File: config.mk
export PLATFORM = sky130hd
export DESIGN_NAME = capture_sequencer
export DESIGN_NICKNAME = d
export VERILOG_FILES = /design/src/rtl/capture_sequencer.sv
export SDC_FILE = /design/constraint.sdc
export NUM_CORES = 1
export LEC_CHECK = 0
export CELL_PAD_IN_SITES_DETAIL_PLACEMENT = 2
export CELL_PAD_IN_SITES_GLOBAL_PLACEMENT = 2
export CORE_ASPECT_RATIO = 0.8
export CORE_MARGIN = 5
export CORE_UTILIZATION = 26
export CTS_BUF_LIST = sky130_fd_sc_hd__clkbuf_4 sky130_fd_sc_hd__clkbuf_8
export CTS_CLUSTER_SIZE = 28
export DETAILED_ROUTE_END_ITERATION = 10
export PLACE_DENSITY_LB_ADDON = 0.1
export SLEW_MARGIN = 10
export SYNTH_ARGS = -nofsm -noshare
export SYNTH_HDL_FRONTEND = slang
export SYNTH_SLANG_ARGS = --single-unit
export TNS_END_PERCENT = 50
File: constraint.sdc
create_clock -name clk -period 1.8 [get_ports clk]
set_input_delay 0.27 -clock clk [delete_from_list [all_inputs] [get_ports clk]]
set_output_delay 0.27 -clock clk [all_outputs]
set_load 0.01 [all_outputs]
File: src/rtl/capture_sequencer.sv
`default_nettype none
// ============================================================================
// Module   : capture_sequencer
// Brief    : Circular pre-trigger capture into a 2^ADDR_W x DATA_W SRAM,
//            fixed post-trigger window, then time-ordered valid/ready readout.
// Revision : 1.0
// ============================================================================
module capture_sequencer #(
    parameter int ADDR_W  = 11,
    parameter int DATA_W  = 21,
    parameter int PRETRIG = 256
) (
    input  logic              clk,
    input  logic              rst_n,
    input  logic              arm,
    input  logic              abort,
    input  logic [DATA_W-1:0] adc_data,
    input  logic              adc_valid,
    input  logic              trig,
    output logic [ADDR_W-1:0] sram_addr,
    output logic              sram_we,
    output logic [DATA_W-1:0] sram_din,
    output logic [ADDR_W-1:0] sram_addr_r,
    input  logic [DATA_W-1:0] sram_dout,
    output logic [DATA_W-1:0] rd_data,
    output logic              rd_valid,
    input  logic              rd_ready,
    output logic [ADDR_W-1:0] trig_addr,
    output logic              busy,
    output logic              done
);

    localparam int DEPTH = 1 << ADDR_W;

    localparam logic [ADDR_W-1:0] c_PRE       = ADDR_W'(PRETRIG);
    localparam logic [ADDR_W-1:0] c_PRE_LAST  = ADDR_W'(PRETRIG - 1);
    // Index of the final post-trigger sample, counting only those after the trigger.
    localparam logic [ADDR_W-1:0] c_POST_LAST = ADDR_W'(DEPTH - PRETRIG - 2);
    localparam bit                c_NO_PRE     = (PRETRIG == 0);
    localparam bit                c_POST_EMPTY = (PRETRIG == DEPTH - 1);

    typedef enum logic [2:0] {
        S_IDLE  = 3'd0,
        S_FILL  = 3'd1,
        S_ARMED = 3'd2,
        S_POST  = 3'd3,
        S_FLUSH = 3'd4,
        S_READ  = 3'd5
    } state_t;

    state_t            r_state;
    state_t            w_next;

    logic [ADDR_W-1:0] r_wr_ptr;
    logic [ADDR_W-1:0] r_fill_cnt;
    logic [ADDR_W-1:0] r_post_cnt;
    logic [ADDR_W-1:0] r_rd_ptr;
    logic [ADDR_W-1:0] r_rd_cnt;

    logic              w_accept;
    logic              w_take;
    logic              w_xfer;
    logic              w_rd_last;

    assign w_accept  = adc_valid &&
                       ((r_state == S_FILL) || (r_state == S_ARMED) || (r_state == S_POST));
    assign w_take    = w_accept && !abort;
    assign w_xfer    = (r_state == S_READ) && rd_ready;
    assign w_rd_last = (r_rd_cnt == {ADDR_W{1'b1}});

    always_comb begin
        w_next = r_state;
        case (r_state)
            S_IDLE: begin
                if (arm) begin
                    if (c_NO_PRE) w_next = S_ARMED;
                    else          w_next = S_FILL;
                end
            end
            S_FILL: begin
                if (w_accept && (r_fill_cnt == c_PRE_LAST)) w_next = S_ARMED;
            end
            S_ARMED: begin
                if (w_accept && trig) begin
                    if (c_POST_EMPTY) w_next = S_FLUSH;
                    else              w_next = S_POST;
                end
            end
            S_POST: begin
                if (w_accept && (r_post_cnt == c_POST_LAST)) w_next = S_FLUSH;
            end
            S_FLUSH: w_next = S_READ;
            S_READ: begin
                if (w_xfer && w_rd_last) w_next = S_IDLE;
            end
            default: w_next = S_IDLE;
        endcase
        if (abort) w_next = S_IDLE;
    end

    always_ff @(posedge clk) begin
        if (!rst_n) begin
            r_state    <= S_IDLE;
            r_wr_ptr   <= '0;
            r_fill_cnt <= '0;
            r_post_cnt <= '0;
            r_rd_ptr   <= '0;
            r_rd_cnt   <= '0;
            sram_we    <= 1'b0;
            sram_addr  <= '0;
            sram_din   <= '0;
            trig_addr  <= '0;
        end else begin
            r_state <= w_next;
            sram_we <= w_take;

            if (w_take) begin
                sram_addr <= r_wr_ptr;
                sram_din  <= adc_data;
                r_wr_ptr  <= r_wr_ptr + 1'b1;
            end

            if ((r_state == S_IDLE) && arm && !abort) begin
                r_wr_ptr   <= '0;
                r_fill_cnt <= '0;
                r_post_cnt <= '0;
            end

            if (w_take && (r_state == S_FILL))
                r_fill_cnt <= r_fill_cnt + 1'b1;

            if (w_take && (r_state == S_ARMED) && trig)
                trig_addr <= r_wr_ptr;

            if (w_take && (r_state == S_POST))
                r_post_cnt <= r_post_cnt + 1'b1;

            // Oldest retained sample sits PRETRIG slots behind the trigger.
            if ((r_state == S_FLUSH) && !abort) begin
                r_rd_ptr <= trig_addr - c_PRE;
                r_rd_cnt <= '0;
            end

            if (w_xfer && !abort) begin
                r_rd_ptr <= r_rd_ptr + 1'b1;
                r_rd_cnt <= r_rd_cnt + 1'b1;
            end
        end
    end

    assign sram_addr_r = r_rd_ptr;
    assign rd_data     = sram_dout;
    assign rd_valid    = (r_state == S_READ);
    assign busy        = (r_state != S_IDLE);
    assign done        = w_xfer && w_rd_last && !abort;

endmodule
`default_nettype wire

# ---- Yosys cells after proc, flatten, opt, wreduce, memory -nomap -nowiden
# Index checks and enable logic that the tools add are counted.
dict set report word_totals {
  regBits 102
  out_inout_bits 79
  wordCells 70
}
dict set report op_classes {
  n_bitwise 1
  add_sub_neg 6
  n_eq_ne 13
  mux 13
  n_reduce_logical 27
}
# operator n
set op_table {}
lappend op_table {{two-way mux 11 bit} 7}
lappend op_table {{adder 11 x 1 -> 11 bit (second input constant)} 5}
lappend op_table {{== test 11 bit (second input constant)} 2}
lappend op_table {{case mux 3 bit (6 select lines)} 1}
lappend op_table {{logical AND 1 bit} 16}
lappend op_table {{two-way mux 3 bit} 5}
lappend op_table {{== test 11 x 8 -> 1 bit (second input constant)} 1}
lappend op_table {{subtractor 11 x 9 -> 11 bit (second input constant)} 1}
lappend op_table {{!= test 2 x 1 -> 1 bit (second input constant)} 4}
lappend op_table {{== test 3 x 2 -> 1 bit (second input constant)} 2}
lappend op_table {{== test 3 bit (second input constant)} 2}
lappend op_table {{nonzero test 2 bit} 3}
lappend op_table {{AND reduction 5 bit} 1}
lappend op_table {{OR reduction 2 bit} 2}
lappend op_table {{== test 3 x 1 -> 1 bit (second input constant)} 1}
lappend op_table {{zero test 3 bit} 1}
lappend op_table {{nonzero test 3 bit} 1}
lappend op_table {{logical OR 1 bit} 2}
lappend op_table {{!= test 2 bit (second input constant)} 1}
lappend op_table {{zero test 1 bit} 1}
lappend op_table {{inverter 1 bit} 1}

# ---- Longest topological paths before layout
# Gate-level depths: netlist of the first run.
dict set report depth {
  depth_word 7
  ltp_mapped 8
  ltp_nobuf 6
}

# ---- Worst setup path after synthesis of the first run
# OpenSTA, ideal clock, no wires.
dict set report synth_path {
  kind {register -> register}
  from {register r_state[1]}
  to {register r_rd_ptr[10], in the netlist sram_addr_r[10]}
  path_buffers 3
  arrival_ps 1634
  path_stages_with_launch 7
  setup_ps 133
  setup_slack_ps 33
  cell_sequence {dfxtp_1 buf_2 or4b_2 clkbuf_1 clkbuf_1 a31oi_1 a31oi_1}
}
dict set report synth_via {
  elab_chain_len 4
  elab_cells_between_ends 7
}
# item line_no
set synth_lines {}
lappend synth_lines {{start, declared} 51} ;# state_t r_state;
lappend synth_lines {{start signal, assigned} 114} ;# r_state <= w_next;
lappend synth_lines {{== test 3 bit} 68} ;# assign w_xfer = (r_state == S_READ) && rd_ready;
lappend synth_lines {{logical AND 1 bit} 68}
lappend synth_lines {{logical AND 1 bit} 144} ;# if (w_xfer && !abort) begin
lappend synth_lines {{two-way mux 11 bit or nonzero test 2 bit (tied branches)} -}
lappend synth_lines {{end signal, assigned} 140} ;# r_rd_ptr <= trig_addr - c_PRE;
lappend synth_lines {{end signal, assigned} 145} ;# r_rd_ptr <= r_rd_ptr + 1'b1;
lappend synth_lines {{end, declared} 57} ;# logic [ADDR_W-1:0] r_rd_ptr;
# Parallel ways exist; a longest one is shown, timed or not.
# A chain may end at the register's enable or synchronous reset.

# ---- Worst setup path after layout of the first run
dict set report layout_path {
  from {register r_state[1]}
  to {output done}
}
dict set report layout_via {
  elab_chain_len 4
}
# item line_no
set layout_lines {}
lappend layout_lines {{== test 3 bit} 68}
lappend layout_lines {{logical AND 1 bit} 68}
lappend layout_lines {{logical AND 1 bit (2 in series)} 155} ;# assign done = w_xfer && w_rd_last && !abort;
lappend layout_lines {{end, declared} 30} ;# output logic done
# No other way between the ends.

==> results of run 1 <==
## worst paths after layout
check,startpoint,end,slack (ns),cells past startpoint
worst max-delay path,r_state[1],done,0.04,4
worst max register to register,r_state[2],trig_addr[1],0.08,6
worst min register to register,sram_din[10],sram_din[10],0.46,2
worst min-delay path,adc_data[11],sram_din[11],0.43,3
## sequential cells by signal (all words and copies together), names as in the netlist
name / count
sram_addr_r: 11
r_state: 3
sram_addr: 11
trig_addr: 11
sram_din: 21
r_fill_cnt: 11
r_rd_cnt: 11
r_wr_ptr: 11
r_post_cnt: 11
sram_we: 1
## power by group through the flow
stage / combinational, uW / clock (uW) / sequential, uW
2_1_floorplan: 167 / 0 / 2330
3_3_place_gp: 331 / 0 / 2330
3_5_place_dp: 340 / 0 / 2330
4_1_cts: 343 / 1690 / 2280
5_1_grt: 377 / 1770 / 2280
6_report: 347 / 1610 / 2270
## cell type report
class                           count  area (um^2)  share of cell area, %
Timing Repair Buffer              173         1610                   23.9
Tap cell                          230          288                   4.27
Sequential cell                   102         2060                   30.6
Inverter                           14         52.6                  0.781
Clock buffer                       10          138                   2.04
Multi-Input combinational cell    405         2510                   37.3
Clock inverter                      6         76.3                   1.13
## layer usage
layer | global-route usage, % | vias up | share of wire (%) | routed length (um)
li1 | - | 2328 | - | -
met5 | 0 | - | 0 | 0
met3 | 3.07 | 28 | 2.5 | 420
met4 | 3.71 | 0 | 1.2 | 206
met1 | 21.2 | 2377 | 48 | 8230
met2 | 27.3 | 61 | 48 | 8210
## logic make-up after synthesis
logic type / after synthesis / share of synthesized area (%)
AOI/OAI and AO/OA: 136 / 17.5
xor gates and xnor gates: 11 / 2.01
adders and majority gates: 7 / 1.82
buffers and inverters: 71 / 7.53
DFF: 102 / 42.5
muxes: 15 / 3.15
and+or+nand+nor: 236 / 25.5
## metrics by stage
| step | power, uW | setup WS, ns | util (%) |
|---|---|---|---|
| after detailed placement | 2670 | -0.504 | 34.9 |
| after global routing | 4420 | -0.0504 | 37.1 |
| after global placement | 2660 | -0.439 | 34.9 |
| after floorplan | 2500 | 0.0332 | - |
| final | 4230 | 0.0428 | 37.1 |
| after CTS | 4310 | 0.000848 | 36.6 |
## layout by cell type (no fill, tap or decap), drive strengths merged, types with 5 or more instances in the layout
| master | count |
|---|---|
| dfxtp | 102 |
| nand2 | 88 |
| buf | 88 |
| clkdlybuf4s50 | 81 |
| a21oi | 62 |
| nor2 | 35 |
| o21ai | 20 |
| inv | 17 |
| nand4 | 15 |
| nand3 | 15 |
| mux2i | 14 |
| nor3 | 14 |
| and3 | 13 |
| clkbuf | 12 |
| nor4 | 10 |
| a211oi | 9 |
| a31oi | 9 |
| or3 | 8 |
| xnor2 | 8 |
| ha | 7 |
| a311oi | 6 |
| nand3b | 5 |
| and4 | 5 |
| nand2b | 5 |
| or4 | 5 |
## worst max-delay path: stages, from the launching register on
cell and delay, ns:
dfxtp_4 0.38, nand4bb_1 0.23, nor2_1 0.20, and3_1 0.18
buf_2 0.12
## timing repair
action                                  in CTS  in global routing
setup buffers                                2                  2
pin swaps                                    3                  4
resized for setup                           27                 24
gates cloned                                 1                  1
endpoints found under the setup margin      67                 32
endpoints found under the hold margin        0                  0
==> run_results.csv, run 1 <==
group,metric,value,unit
outcome,status,"finished clean",
setup_path,start_kind,"flop",
cells_and_area,fin_nets,761,
clock_tree,cts_root_buf,"clkbuf_8",
clock_tree,numCtsBuffers,9,
die,die_h,132,um
clock_tree,clk_pin_slew,0.10,ns
drt,wl,17.1,mm
clock_tree,clock_sinks,102,
drt,wl_per_cell,18.2,um
sta,tns,0,ns
power_and_ir_drop,power_frac_comb,8.2,%
logic_synthesis,ys_top_cells_by_count,"dfxtp_1, nand2_1, a21oi_1, nor2_1, clkbuf_1",
power_and_ir_drop,p_leak,0.00238,uW
sta,whs,0.427,ns
global_routing,grt_pass1_wl,28.4,mm
die,die_w,162,um
run,drv_cap,0,
cells_and_area,n_antenna_cell,0,
placement,placed_cells,918,
sta,rsz0062_at_grt,"yes",
logic_synthesis,synth_area_leader_cell,"dfxtp_1",
clock_tree,clk_latency,0.39,ns
power_and_ir_drop,seqPwrFrac,53.7,%
logic_synthesis,syn_inst,578,
sta,post-route-period-util,97.6,%
drt,drtPass1Iterations,4,
logic_synthesis,syn_nets,634,
global_routing,overflow,0,
drt,drtIter0Drc,171,
logic_synthesis,syn_area_per_cell,8.31,um^2
placement,dp_hpwl,12.6,mm
power_and_ir_drop,ir_drop,0.292,mV
logic_synthesis,ys_ff_latch,102,
logic_synthesis,yosysSeqAreaShare,42.5,%
sta,max_freq,569,MHz
sta,slew_headroom,74.2,%
sta,finClkSkew,0.0116,ns
cells_and_area,stdcell_count,940,
global_routing,first_global_vias,5269,
clock_tree,htreeDepth,3,
setup_path,cp_max_fo,5,
global_routing,grt_max_degree,37,
logic_synthesis,yosysWarningCount,0,
drt,antenna_left,0,
logic_synthesis,synth_edf_count,0,
placement,gp_congestion,0.790,
setup_path,required,1.53,ns
die,row_count,44,
global_routing,antenna_found_initial,0,
sta,finalHoldViolations,0,
die,io_pins,128,
placement,postPlaceCellArea,6340,um^2
logic_synthesis,synth_top_area_share,42.5,%
clock_tree,cts_hold_buf,0,
power_and_ir_drop,clkPwrFrac,38.1,%
logic_synthesis,synth_most_common_cell,"dfxtp_1",
sta,final-setup-viol-count,0,
power_and_ir_drop,p_int,3140,uW
drt,num_vias,4794,
die,die_area,21300,um^2
logic_synthesis,ys_types,58,
placement,portBuffers,85,
power_and_ir_drop,power_switching,1090,uW
drt,remaining_drc_errors,0,
global_routing,grt_usage,16.1,%
cells_and_area,nFillCells,2025,
sta,slew_viol_final,0,
sta,fin_crit,1.76,ns
cells_and_area,area_growth,40.1,%
clock_tree,cts.path.max_buffers,2,
worst_hold_path,hold_class,"in -> reg",
setup_path,arrival,1.49,ns
setup_path,path_class,"reg -> out",
sta,tightestPinTransition,0.382,ns
die,core_area,18200,um^2
power_and_ir_drop,swShare,25.7,%
setup_path,endpoint_kind,"output pin",
logic_synthesis,synth_area,4800,um^2
die,start_util,26.4,%
logic_synthesis,synth-main-ff-cell,"dfxtp_1",
drt,via_per_inst,5.10,
clock_tree,cts_tree,"done",
cells_and_area,drive_gt1_share,20.6,%
power_and_ir_drop,power_density,628,nW/um^2
cells_and_area,final_area,6730,um^2
logic_synthesis,async_flop_share,0,%
logic_synthesis,synth.area.top_cells,"dfxtp_1, nand2_1, a21oi_1, buf_4, mux2i_1",
(Power assumes the default switching activity.)
==> run 2, diff against run 1 <==
--- a/config.mk
+++ b/config.mk
@@ -13,7 +13,9 @@
 export CTS_BUF_LIST = sky130_fd_sc_hd__clkbuf_4 sky130_fd_sc_hd__clkbuf_8
 export CTS_CLUSTER_SIZE = 28
 export DETAILED_ROUTE_END_ITERATION = 10
+export MAX_ROUTING_LAYER = met4
 export PLACE_DENSITY_LB_ADDON = 0.1
+export SKIP_LAST_GASP = 1
 export SLEW_MARGIN = 10
 export SYNTH_ARGS = -nofsm -noshare
 export SYNTH_HDL_FRONTEND = slang
==> run 2 against run 1 <==
- first-iteration DRC count up 5.3%
- critical path depth up 3
- cell count down 0.11%
- critical endpoint is now trig_addr[1]
==> run_results.csv, run 2 (synthesis results as in run 1) <==
group,metric,value,unit
cells_and_area,top_register,"sram_din",
sta,final-setup-viol-count,0,
sta,whs,0.426,ns
clock_tree,clk_pin_slew,0.10,ns
drt,num_vias,4791,
cells_and_area,drive_gt1_share,19.9,%
sta,rsz0062_at_grt,"yes",
power_and_ir_drop,power_density,629,nW/um^2
setup_path,path_cells,"clkdlybuf4s50_1 -> nand2b_4 -> buf_4 -> nor4_4 -> buf_2 -> mux2i_1 -> nor2_1",
global_routing,grt_usage,16.5,%
placement,place_ws,-0.504,ns
cells_and_area,largest_reg_flops,21,
cells_and_area,nFillCells,2023,
sta,post-route-period-util,99.3,%
cells_and_area,stdcell_count,939,
setup_path,cp_max_fo,5,
drt,drtPass1Iterations,4,
worst_hold_path,hold_class,"in -> reg",
cells_and_area,layout_commonest_cell,"dfxtp_1",
placement,placed_cells,918,
global_routing,grt_max_degree,37,
placement,postPlaceCellArea,6340,um^2
clock_tree,cts.path.max_buffers,2,
sta,slew_headroom,72.4,%
clock_tree,clk_latency,0.39,ns
sta,slew_viol_final,0,
sta,tightestPinTransition,0.408,ns
clock_tree,cts_root_buf,"clkbuf_8",
run,drv_cap,0,
drt,wl_per_cell,18.1,um
outcome,status,"finished clean",
die,die_area,21300,um^2
drt,antenna_left,0,
sta,finClkSkew,0.0131,ns
cells_and_area,mostFrequentLayoutCells,"dfxtp_1, nand2_1, clkdlybuf4s50_1",
power_and_ir_drop,ir_drop,0.290,mV
global_routing,first_global_vias,5259,
cells_and_area,area_growth,39.9,%
power_and_ir_drop,p_leak,0.00237,uW
clock_tree,cts_hold_buf,0,
placement,dp_hpwl,12.6,mm
die,io_pins,128,
cells_and_area,fin_nets,760,
die,die_h,132,um
placement,portBuffers,85,
cells_and_area,multi_input_area,2500,um^2
setup_path,max_stage_delay,0.60,ns
cells_and_area,final_area,6720,um^2
drt,drtIter0Drc,180,
clock_tree,cts_tree,"done",
setup_path,path_class,"in -> reg",
global_routing,antenna_found_initial,0,
setup_path,arrival,2.07,ns
drt,remaining_drc_errors,0,
cells_and_area,regArea,2060,um^2
setup_path,start_kind,"input pin",
sta,finalHoldViolations,0,
sta,setup_ws,0.0132,ns
global_routing,overflow,0,
clock_tree,numCtsBuffers,9,
setup_path,slowest_stage,"clkdlybuf4s50_1",
placement,gp_congestion,0.801,
clock_tree,htreeDepth,3,
die,die_w,162,um
die,row_count,44,
sta,max_freq,560,MHz
global_routing,grt_pass1_wl,28.3,mm
cells_and_area,n_antenna_cell,0,
setup_path,endpoint_kind,"flop",
clock_tree,clock_sinks,102,
drt,via_per_inst,5.10,
sta,fin_crit,1.79,ns
setup_path,required,2.08,ns
drt,wl,17.0,mm
die,start_util,26.4,%
die,core_area,18200,um^2
run 2: changes by cell type in the layout (fill, tap and decap cells not counted), sizes merged:
cell,change
dlygate4sd2,+1
clkdlybuf4s15,+1
clkbuf,-2
buf,-1
run 2: final cells by class:
type	instances	area share (%)
multi-input cells	405	37.3
repair buffers	172	23.9
well taps	230	4.28
clock inverters	6	1.14
inverters	14	0.782
flip-flops and latches	102	30.6
clock buffers	10	2.05
run 2: worst paths after layout:
| path | startpoint | end | slack [ns] | cells past startpoint |
|---|---|---|---|---|
| setup reg to reg | r_state[2] | trig_addr[1] | 0.05 | 6 |
| setup / recovery | adc_valid | trig_addr[1] | 0.01 | 7 |
| hold reg to reg | sram_din[10] | sram_din[10] | 0.46 | 2 |
| hold / removal | adc_data[11] | sram_din[11] | 0.43 | 3 |
run 2: stage by stage:
step | setup TNS [ns] | util, % | power [uW]
2_1_floorplan | 0 | - | 2500
3_3_place_gp | -29.12 | 34.9 | 2660
3_5_place_dp | -33.44 | 34.9 | 2670
4_1_cts | -0.153 | 36.5 | 4310
5_1_grt | -0.505 | 37.0 | 4420
6_report | 0 | 37.0 | 4230
run 2: layer usage:
metal  vias to the layer above  routed length, um  track usage (%)
met3                        26                398             3.04
met1                      2387               8260             21.1
met4                         0                210             3.71
li1                       2318                  -                -
met5                         -                  0                -
met2                        60               8140             27.3
run 2: critical path: cells and delay by family:
| family | cells | cell delay (ns) |
|---|---|---|
| buffers and inverters | 3 | 1.07 |
| multiplexers | 1 | 0.22 |
| AND/OR/NAND/NOR | 3 | 0.50 |
run 2: what timing repair did:
| action | 4_1_cts | 5_1_grt |
|---|---|---|
| setup endpoints to repair | 67 | 33 |
| resized for setup | 19 | 24 |
| cloned | 1 | 1 |
| setup buffers | 2 | 1 |
| pin swaps | 2 | 6 |
run 2: power breakdown:
group / switching, uW / leakage [uW] / internal [uW]
clock: 906 / 0.000109 / 707
sequential: 8.64 / 0.000827 / 2270
combinational: 175 / 0.00144 / 168
total: 1090 / 0.00237 / 3140
==> run 3, diff against run 2 <==
--- a/config.mk
+++ b/config.mk
@@ -9,10 +9,11 @@
 export CELL_PAD_IN_SITES_GLOBAL_PLACEMENT = 2
 export CORE_ASPECT_RATIO = 0.8
 export CORE_MARGIN = 5
-export CORE_UTILIZATION = 26
+export CORE_UTILIZATION = 34
 export CTS_BUF_LIST = sky130_fd_sc_hd__clkbuf_4 sky130_fd_sc_hd__clkbuf_8
 export CTS_CLUSTER_SIZE = 28
 export DETAILED_ROUTE_END_ITERATION = 10
+export DONT_BUFFER_PORTS = 1
 export MAX_ROUTING_LAYER = met4
 export PLACE_DENSITY_LB_ADDON = 0.1
 export SKIP_LAST_GASP = 1
==> run 3 against run 2 <==
- the run now ends with negative setup slack left
- first-iteration DRC count is 3.9% higher
- sequential share of layout area up 5.4 points
- maximum frequency fell by 2.2%
- non-clock buffer count decreased by 100
- combinational power is 37% lower
- register-to-register slack lost 0.05 ns
- clock-buffer cell count increased by 2
- global-route usage grew 3.0 points
- cell area is 15% lower
- largest power group unchanged
==> run_results.csv, run 3 (synthesis results as in run 1) <==
group,metric,value,unit
outcome,status,"finished, violations left",
outcome,violations,"negative setup slack",
global_routing,overflow,0,
global_routing,grt_max_degree,37,
drt,num_vias,4454,
power_and_ir_drop,fin_total_pwr,4080,uW
clock_tree,htreeDepth,3,
die,die_h,116,um
sta,whs,0.0155,ns
clock_tree,clock_sinks,102,
drt,wl,15.9,mm
setup_path,ff2ff_path_depth,7,
drt,drtIter0Drc,187,
worst_hold_path,hold_class,"in -> reg",
cells_and_area,mostFrequentLayoutCells,"dfxtp_1, nand2_1, a21oi_1",
sta,slew_headroom,71.0,%
die,core_area,13700,um^2
cells_and_area,n_antenna_cell,0,
setup_path,arrival,1.56,ns
drt,maxUsedRoutingLayer,"met4",
global_routing,grt_usage,19.5,%
sta,tns,-0.0277,ns
setup_path,start_kind,"flop",
sta,max_freq,547,MHz
cells_and_area,largest_reg_flops,21,
drt,drtPass1Iterations,4,
setup_path,required,1.53,ns
die,row_count,38,
placement,dp_hpwl,11.0,mm
sta,fin_crit,1.83,ns
worst_hold_path,holdPathStages,2,
sta,slew_viol_final,0,
cells_and_area,multi_input_area,2560,um^2
drt,remaining_drc_errors,0,
worst_hold_path,min_to,"sram_din[10]",
placement,portBuffers,0,
sta,final-setup-viol-count,1,
sta,post-route-period-util,102,%
run,drv_cap,0,
drt,wl_per_cell,20.1,um
worst_hold_path,hold_start,"adc_data[10]",
cells_and_area,fin_nets,660,
setup_path,endpoint_kind,"output pin",
power_and_ir_drop,ir_drop,0.455,mV
sta,finClkSkew,0.00932,ns
drt,wl_met3,728,um
global_routing,antenna_found_initial,0,
setup_path,cp_max_fo,2,
power_and_ir_drop,power_density,711,nW/um^2
global_routing,first_global_vias,4784,
clock_tree,cts_root_buf,"clkbuf_8",
cells_and_area,layout_commonest_cell,"dfxtp_1",
sta,rsz0062_at_grt,"yes",
cells_and_area,area_growth,19.4,%
setup_path,r2r_end,"r_rd_cnt[7]",
sta,setup_ws,-0.0277,ns
power_and_ir_drop,p_leak,0.00196,uW
drt,antenna_left,0,
clock_tree,numCtsBuffers,9,
setup_path,timing.rr.start,"r_state[1]",
cells_and_area,top_register,"sram_din",
clock_tree,cts_tree,"done",
die,start_util,35.1,%
die,io_pins,128,
clock_tree,clk_latency,0.38,ns
drt,wl_met1,7.16,mm
cells_and_area,regArea,2060,um^2
setup_path,reg2reg_slack,0,ns
sta,tightestPinTransition,0.433,ns
clock_tree,clk_pin_slew,0.10,ns
clock_tree,cts.path.max_buffers,2,
sta,finalHoldViolations,0,
die,die_area,16600,um^2
cells_and_area,nFillCells,1499,
placement,gp_congestion,0.774,
die,die_w,143,um
setup_path,path_class,"reg -> out",
cells_and_area,drive_gt1_share,18.1,%
global_routing,grt_pass1_wl,25.2,mm
drt,wl_met2,7.75,mm
drt,via_per_inst,5.65,
-- run 3: changes by cell type in the layout (fill, tap and decap cells not counted), moves of 3 or more --
cell and delta:
buf_12 -3, dlygate4sd3_1 +15, dfxtp_2 -4, buf_4 -26, dfxtp_4 +3, clkdlybuf4s50_1 -81
-- run 3: cell type report --
class | instances | area share (%)
Multi-Input combinational cell | 405 | 44.6
Sequential cell | 102 | 36.0
Timing Repair Buffer | 72 | 10.9
Tap cell | 180 | 3.93
Clock buffer | 12 | 2.77
Clock inverter | 4 | 0.938
Inverter | 14 | 0.916
-- run 3: worst max path at each step --
stage	from	end	cells after the start
after CTS	r_rd_cnt[6]	done	4
after floorplan	r_state[1]	sram_addr_r[10]	6
after global placement	r_state[1]	r_rd_cnt[8]	5
after global routing	r_rd_cnt[4]	done	4
final	r_rd_cnt[4]	done	4
after detailed placement	r_state[1]	r_rd_cnt[7]	6
-- run 3: per-stage QoR --
stage | utilization, % | cells | area (um^2) | setup slack (ns)
2_1_floorplan | - | 578 | 4800 | 0.0332
3_3_place_gp | 37.6 | 750 | 5140 | 0.0271
3_5_place_dp | 37.6 | 750 | 5140 | -0.0601
4_1_cts | 40.9 | 785 | 5600 | -0.0385
5_1_grt | 41.9 | 789 | 5740 | -0.106
6_report | 41.9 | 789 | 5740 | -0.0277
-- run 3: worst max-delay path, cell delays in order, from the launching register on --
cell	delay [ns]
dfxtp_4	0.36
nand4_1	0.25
nor3_4	0.22
buf_4	0.14
and3_4	0.19
-- run 3: layer usage --
layer,vias up,GRT usage [%]
met1,2244,23.7
li1,2113,-
met4,0,4.37
met3,22,5.89
met5,-,-
met2,75,32.2
-- run 3: what timing repair did --
action,4_1_cts,5_1_grt
pin swaps,4,7
setup endpoints to repair,8,33
endpoints found under the hold margin,15,3
hold buffers,12,3
cloned,0,0
resized for setup,19,22
buffers inserted,8,2
-- run 3: power by group --
group	total [uW]	internal [uW]	switching, uW
clock network	1590	741	845
logic	217	89.9	127
registers	2280	2260	15.0
